[src/rtl/regfile_write_arbiter.sv]
// Round-robin arbiter sharing the register-file write port among NUM_REQ requesters.
// Latency: one cycle from a transfer (req_valid & req_ready) to wr_en/wr_addr/wr_data.
// Backpressure: wr_stall or rst drops every req_ready; requesters hold their request until granted.
module regfile_write_arbiter #(
    parameter int NUM_REQ = 4,
    parameter int DATA_W  = 32,
    parameter int ADDR_W  = 3,
    parameter int CNT_W   = 16,
    // Kept at least 1 bit wide so NUM_REQ=1 still has a legal index/pointer width
    localparam int SRC_W  = (NUM_REQ > 1) ? $clog2(NUM_REQ) : 1
) (
    input  logic                      clk,
    input  logic                      rst,
    input  logic [NUM_REQ-1:0]        req_valid,
    input  logic [NUM_REQ*ADDR_W-1:0] req_addr,
    input  logic [NUM_REQ*DATA_W-1:0] req_data,
    output logic [NUM_REQ-1:0]        req_ready,
    input  logic                      wr_stall,
    output logic                      wr_en,
    output logic [ADDR_W-1:0]         wr_addr,
    output logic [DATA_W-1:0]         wr_data,
    output logic [SRC_W-1:0]          wr_src,
    output logic [CNT_W-1:0]          wr_count
);

    logic [SRC_W-1:0] rr_ptr;
    logic [SRC_W-1:0] grant_idx;
    logic [SRC_W-1:0] nxt_ptr;
    logic             grant_vld;

    // Search upward from rr_ptr with wrap; the first valid requester wins
    always_comb begin
        int idx;
        idx       = 0;
        grant_vld = 1'b0;
        grant_idx = '0;
        req_ready = '0;
        if (!wr_stall && !rst) begin
            for (int k = 0; k < NUM_REQ; k++) begin
                idx = (int'(rr_ptr) + k) % NUM_REQ;
                if (!grant_vld && req_valid[idx]) begin
                    grant_vld = 1'b1;
                    grant_idx = SRC_W'(idx);
                end
            end
        end
        if (grant_vld) begin
            req_ready[grant_idx] = 1'b1;
        end
    end

    assign nxt_ptr = (grant_idx == SRC_W'(NUM_REQ - 1)) ? '0 : grant_idx + 1'b1;

    always_ff @(posedge clk) begin
        if (rst) begin
            rr_ptr   <= '0;
            wr_en    <= 1'b0;
            wr_addr  <= '0;
            wr_data  <= '0;
            wr_src   <= '0;
            wr_count <= '0;
        end else begin
            wr_en <= grant_vld;
            if (grant_vld) begin
                rr_ptr  <= nxt_ptr;
                wr_addr <= req_addr[int'(grant_idx)*ADDR_W +: ADDR_W];
                wr_data <= req_data[int'(grant_idx)*DATA_W +: DATA_W];
                wr_src  <= grant_idx;
                if (wr_count != {CNT_W{1'b1}}) begin
                    wr_count <= wr_count + 1'b1;
                end
            end
        end
    end

endmodule

[config.mk]
export PLATFORM = sky130hd
export DESIGN_NAME = regfile_write_arbiter
export DESIGN_NICKNAME = d
export VERILOG_FILES = /design/src/rtl/regfile_write_arbiter.sv
export SDC_FILE = /design/constraint.sdc
export NUM_CORES = 1
export LEC_CHECK = 0
export ABC_AREA = 1
export BUFFER_PORTS_ARGS = -buffer_cell sky130_fd_sc_hd__buf_2
export CAP_MARGIN = 20
export CORE_UTILIZATION = 46
export DETAILED_ROUTE_END_ITERATION = 6
export GPL_ROUTABILITY_DRIVEN = 0
export GPL_TIMING_DRIVEN = 0
export HOLD_SLACK_MARGIN = 0.05
export PLACE_DENSITY = 0.86
export RECOVER_POWER = 50
export SLEW_MARGIN = 20
export SYNTH_ARGS = -nofsm -noshare
export SYNTH_HDL_FRONTEND = slang
export SYNTH_SLANG_ARGS = --single-unit
[constraint.sdc]
create_clock -name clk -period 2.9 [get_ports clk]
set_clock_uncertainty 0.15 [all_clocks]
set_input_delay 0.58 -clock clk [delete_from_list [all_inputs] [get_ports clk]]
set_output_delay 0.58 -clock clk [all_outputs]
set_load 0.005 [all_outputs]
# After elaboration in Yosys (flattened, before gate mapping)
# Cells that the tools add are included.
[totals]
reg_bits = 56
wordCells = 67
input_bits = 147
out_inout_bits = 58
[classes]
n_mux = 28
reduce_logical = 14
bitwise_logic = 3
n_mul = 1
n_addsub = 5
eq_ne = 2
shift = 2
n_lt_le_gt_ge = 6
[ops]
columns = ["op", "n"]
rows = [
  ["128-bit by 8-bit indexed part select with 32-bit output", 1],
  ["16-bit by 1-bit adder with 16-bit output, second input constant", 1],
  ["1-bit 2-to-1 mux", 16],
  ["16-bit != test, second input constant", 1],
  ["3-bit by 4-bit less-than comparator with 1-bit output, second input constant", 3],
  ["2-bit 2-to-1 mux", 6],
  ["12-bit by 5-bit indexed part select with 3-bit output", 1],
  ["1-bit binary-select mux with 2-bit select", 4],
  ["2-bit by 3-bit less-than comparator with 1-bit output, second input constant", 2],
  ["2-bit OR reduction", 3],
  ["1-bit logical AND", 5],
  ["1-bit logical NOT", 5],
  ["2-bit by 1-bit adder with 2-bit output, second input constant", 2],
  ["2-bit adder, second input constant", 2],
  ["2-bit by 2-bit multiplier with 4-bit output, second input constant", 1],
  ["4-bit 2-to-1 mux", 1],
  ["1-bit AND, first input constant", 3],
  ["1-bit demux with 2-bit select", 1],
  ["2-bit equality test, second input constant", 1],
  ["2-bit by 1-bit greater-or-equal comparator with 1-bit output, second input constant", 1],
  ["2-bit AND reduction", 1],
]

# Depth between registers and ports, before layout
[depth]
ltp_word = 22
mapped_depth = 17
mapped_depth_nobuf = 16

# Worst setup path before layout
# Ideal clock, no wire load.
[synth_path]
path_type = "input-to-output"
from = "in req_valid[3]"
to = "out req_ready[0]"
setup_slack_ns = 0.264
arrival_ns = 1.906
stages = 13
path_buffers = 1
required_time_ns = 2.170
cell_sequence = "inv_1 -> nand2_1 -> nand3_1 -> nand2_2 -> nor2_4 -> nand3_1 -> nand2_1 -> inv_1 -> nand2_2 -> clkbuf_1 -> ha_1 -> inv_1 -> nor2_1"
[synth_between]
elab_chain_cells = 21
elab_cells_between_ends = 36
cone_classes = "order compare: 2; mux: 27; reduce/logical: 7"
[synth_lines]
columns = ["element", "line", "source"]
rows = [
  ["start, declared", "14", "input logic [NUM_REQ-1:0] req_valid,"],
  ["1-bit binary-select mux with 2-bit select", "41", "if (!grant_vld && req_valid[idx]) begin"],
  ["1-bit 2-to-1 mux (implied by the code)", "41", ""],
  ["1-bit 2-to-1 mux", "41", ""],
  ["1-bit 2-to-1 mux", "38", "if (!wr_stall && !rst) begin"],
  ["1-bit logical NOT", "41", ""],
  ["1-bit logical AND", "41", ""],
  ["1-bit 2-to-1 mux", "41", ""],
  ["1-bit 2-to-1 mux", "38", ""],
  ["[... 5 more ...]", "n/a", ""],
  ["1-bit logical AND", "41", ""],
  ["2-bit 2-to-1 mux", "41", ""],
  ["2-bit 2-to-1 mux", "38", ""],
  ["2-bit by 3-bit less-than comparator with 1-bit output (implied by the code) or 2-bit by 1-bit greater-or-equal comparator with 1-bit output (tied branches)", "48", "req_ready[grant_idx] = 1'b1;"],
  ["1-bit logical AND (implied by the code)", "48", ""],
  ["1-bit 2-to-1 mux (implied by the code)", "48", ""],
  ["1-bit demux with 2-bit select", "48", ""],
  ["4-bit 2-to-1 mux (*)", "47", "if (grant_vld) begin"],
  ["end, declared", "17", "output logic [NUM_REQ-1:0] req_ready,"],
]
# Every way passes the cells marked *; elsewhere a longest branch is shown, timed or not. The select of a mux whose other input is x is not followed.

# Worst setup path in the final report
[layout_path]
from = "reg rr_ptr[1]"
to = "out req_ready[0]"
[layout_between]
elab_chain_cells = 21
elab_cells_between_ends = 39
cone_classes = "add/sub: 3; order compare: 2; mux: 27; reduce/logical: 7"
[layout_lines]
columns = ["element", "line", "source"]
rows = [
  ["start, declared", "26", "logic [SRC_W-1:0] rr_ptr;"],
  ["start signal, assigned", "65", "rr_ptr <= nxt_ptr;"],
  ["parallel branches: the longest is 20 deep, another holds 2-bit by 1-bit adder with 2-bit output", "n/a", ""],
  ["4-bit 2-to-1 mux (*)", "47", ""],
]
# Every way passes the cells marked *. The select of a mux whose other input is x is not followed.

==> flow_summary.toml <==
[cells_and_area]
register_area_um2 = 1129
drive_gt1_share_pct = 29.70
nNetsFinal = 1061
postLayoutCellArea_um2 = 5346
fin_util_pct = 68.13
n_fill_cell = 818
n_antenna_cell = 0
area_delta_synth_final_pct = 41.21
multiInputGateArea_um2 = 2426

[floorplan]
core_region_area_um2 = 7848
die_area_um2 = 8598
io-pin-count = 205
initial_core_util_pct = 48.25
rows = 32
die_h_um = 92.73
dieWidth_um = 92.73

[clocking]
cts_buffers = 5
cts_tree = "done"
cts-root-buf = "clkbuf_8"
ctsLongestPathBuffers = 2
ctsHoldBuffers = 0
clock_sinks = 56
clk_pin_slew_worst_paths_ns = 0.11
clock_latency_ns = 0.31
cts_htree_levels = 2

[global_route]
grt_pass1_wl_um = 19790
grt_usage_pct = 28.88
first_global_vias = 4402
grt_max_degree = 19
antenna_found_initial = 0
grt-ovfl-total = 0

[worst_setup_path]
startpoint_type = "flip-flop"
worstSetupPathType = "reg -> out"
cp.arrival_ns = 2.15
cp_data_required_time_ns = 2.17
end_kind = "output pin"
cp_max_fo = 5
reg2regPathDepth = 18

[detailed_routing]
drt-total-wl_um = 12840
first_iter_violations = 176
routedWlPerCell_um = 12.70
vias_per_cell = 4.885
firstDrtPassIters = 5
vias = 4939
ant_nets = 0
drc = 0

[logic_synthesis]
synth_nets = 828
synth-edff-count = 0
syn_area_per_cell_um2 = 5.601
netlist.area_leader.share_pct = 32.91
synth.distinct_cells = 29
yosysWarnings = 0
synthArstFlopShare_pct = 0
ys_seq_area_share_pct = 29.61
ys.flop_type = "dfxtp_1"
synth_most_common_cell = "nand2_1"
synth_common_cells = "nand2_1, nor2_1, nand3_1"
ys_ff_latch = 56
syn_inst = 676
synthTopCellsByArea = "nand2_1, dfxtp_1, nand3_1"
syn_area_um2 = 3786
yosysTopAreaCell = "nand2_1"

[timing]
finalMaxSlewViolations = 0
whs_ns = 0.3232
finalSetupViolCount = 0
hold_viol_final = 0
period_share_pct = 99.35
period_needed_ns = 2.881
worstMarginPinSlew_ns = 0.6200
rsz0062_at_grt = "true"
slew-limit-headroom_pct = 58.28
fmax_mhz = 347.1
setup_tns_ns = 0

[status]
outcome = "completed"

[power]
ir_drop_v = 0.0002271
p_leak_nw = 2.962
power.density_nw_per_um2 = 442.8

[run]
cap_violations = 0

[placed_design]
placed_area_um2 = 4935
dp_hpwl_um = 9485
io_buffers = 204

[worst_hold_path]
min_path_type = "reg -> reg"
hold_depth = 2
[metrics by stage]
stage,instances,power [mW],worst slack (ns)
floorplan,676,1.467,0.2642
global placement,982,1.794,-0.2757
detailed placement,982,1.809,-0.2941
CTS,996,2.274,0.01100
global route,1011,2.519,-0.1140
finish,1011,2.368,0.01889
[cells by family (layout without fill, tap and decap cells)]
logic type | Yosys count | after routing | synth area share [%]
buffers and inverters | 76 | 309 | 9.253
AND/OR/NAND/NOR | 507 | 507 | 54.53
flip-flops | 56 | 56 | 29.61
AO/OA/AOI/OAI | 26 | 26 | 3.569
adder cells (fa/ha/maj) | 5 | 5 | 1.652
XOR/XNOR | 6 | 6 | 1.388
[layer usage]
| metal | up-vias | global-route usage (%) | routed length, um |
|---|---|---|---|
| li1 | 2537 | - | - |
| met1 | 2175 | 33.40 | 5123 |
| met2 | 194 | 52.90 | 6454 |
| met3 | 33 | 5.911 | 893 |
| met4 | 0 | 9.103 | 364 |
| met5 | - | 0 | 0 |
[placed cells by master (no fill, tap or decap), types with 2 or more instances in the layout]
cell / netlist / layout
nor3_1: 5 / 5
or2_2: 6 / 6
clkbuf_8: 0 / 5
o21ai_0: 8 / 8
clkbuf_1: 10 / 35
a21oi_1: 15 / 15
inv_2: 6 / 5
nor2_1: 83 / 81
nor3b_1: 2 / 2
ha_1: 5 / 4
xnor2_1: 3 / 3
buf_4: 2 / 23
dfxtp_1: 56 / 54
nand2_4: 2 / 9
dfxtp_4: 0 / 2
inv_1: 37 / 35
buf_1: 1 / 2
buf_8: 0 / 3
buf_6: 5 / 6
nand2_1: 332 / 320
buf_2: 14 / 187
nor2_2: 0 / 2
nand3_2: 1 / 4
nand2_2: 3 / 7
xor2_1: 3 / 3
nand3_1: 68 / 65
nor4_1: 3 / 3
[registers in the layout, summed over array words and instances (netlist names)]
name	cells
wr_en	1
rr_ptr	2
wr_data	32
wr_count	16
wr_addr	3
wr_src	2
[timing repair]
action / CTS / global route
resized for setup: 23 / 36
pin swaps: 3 / 11
endpoints found under the setup margin: 4 / 4
gates cloned: 0 / 1
setup buffers: 8 / 14
[final timing paths]
check                           slack, ns                      end              startpoint
worst min-delay path                 0.32   wr_src[0]$_SDFFE_PP0P_  wr_src[0]$_SDFFE_PP0P_
worst max-delay path                 0.02             req_ready[0]  rr_ptr[1]$_SDFFE_PP0P_
worst min register to register       0.32   wr_src[0]$_SDFFE_PP0P_  wr_src[0]$_SDFFE_PP0P_
worst max register to register       0.48  wr_data[4]$_SDFFE_PP0P_  rr_ptr[1]$_SDFFE_PP0P_
[worst max-delay path: stages, from the launching register on]
cell     delay (ns)
dfxtp_4        0.39
inv_2          0.14
nand2_2        0.10
nand2_4        0.10
nand2_1        0.05
nand2_1        0.06
nand2_1        0.07
nand2_1        0.09
nand2_1        0.10
nand2_4        0.13
nand2_8        0.08
buf_8          0.13
ha_1           0.18
inv_1          0.05
nor2_1         0.03
buf_2          0.13
[layout make-up]
class,count,share of cell area [%]
Timing Repair Buffer,227,21.76
Sequential cell,56,21.11
Inverter,44,3.604
Clock inverter,2,0.2340
Multi-Input combinational cell,544,45.38
Tap cell,102,2.387
Clock buffer,5,1.287
Buffer,31,4.236
[report_power, final]
group          internal [mW]  leakage [nW]  switching (mW)
Combinational          0.426          2.46           0.584
Sequential             0.869         0.464          0.0585
Clock                  0.165        0.0400           0.265
Total                   1.46          2.96           0.907
Note: power is estimated with default switching activity, not from simulation.
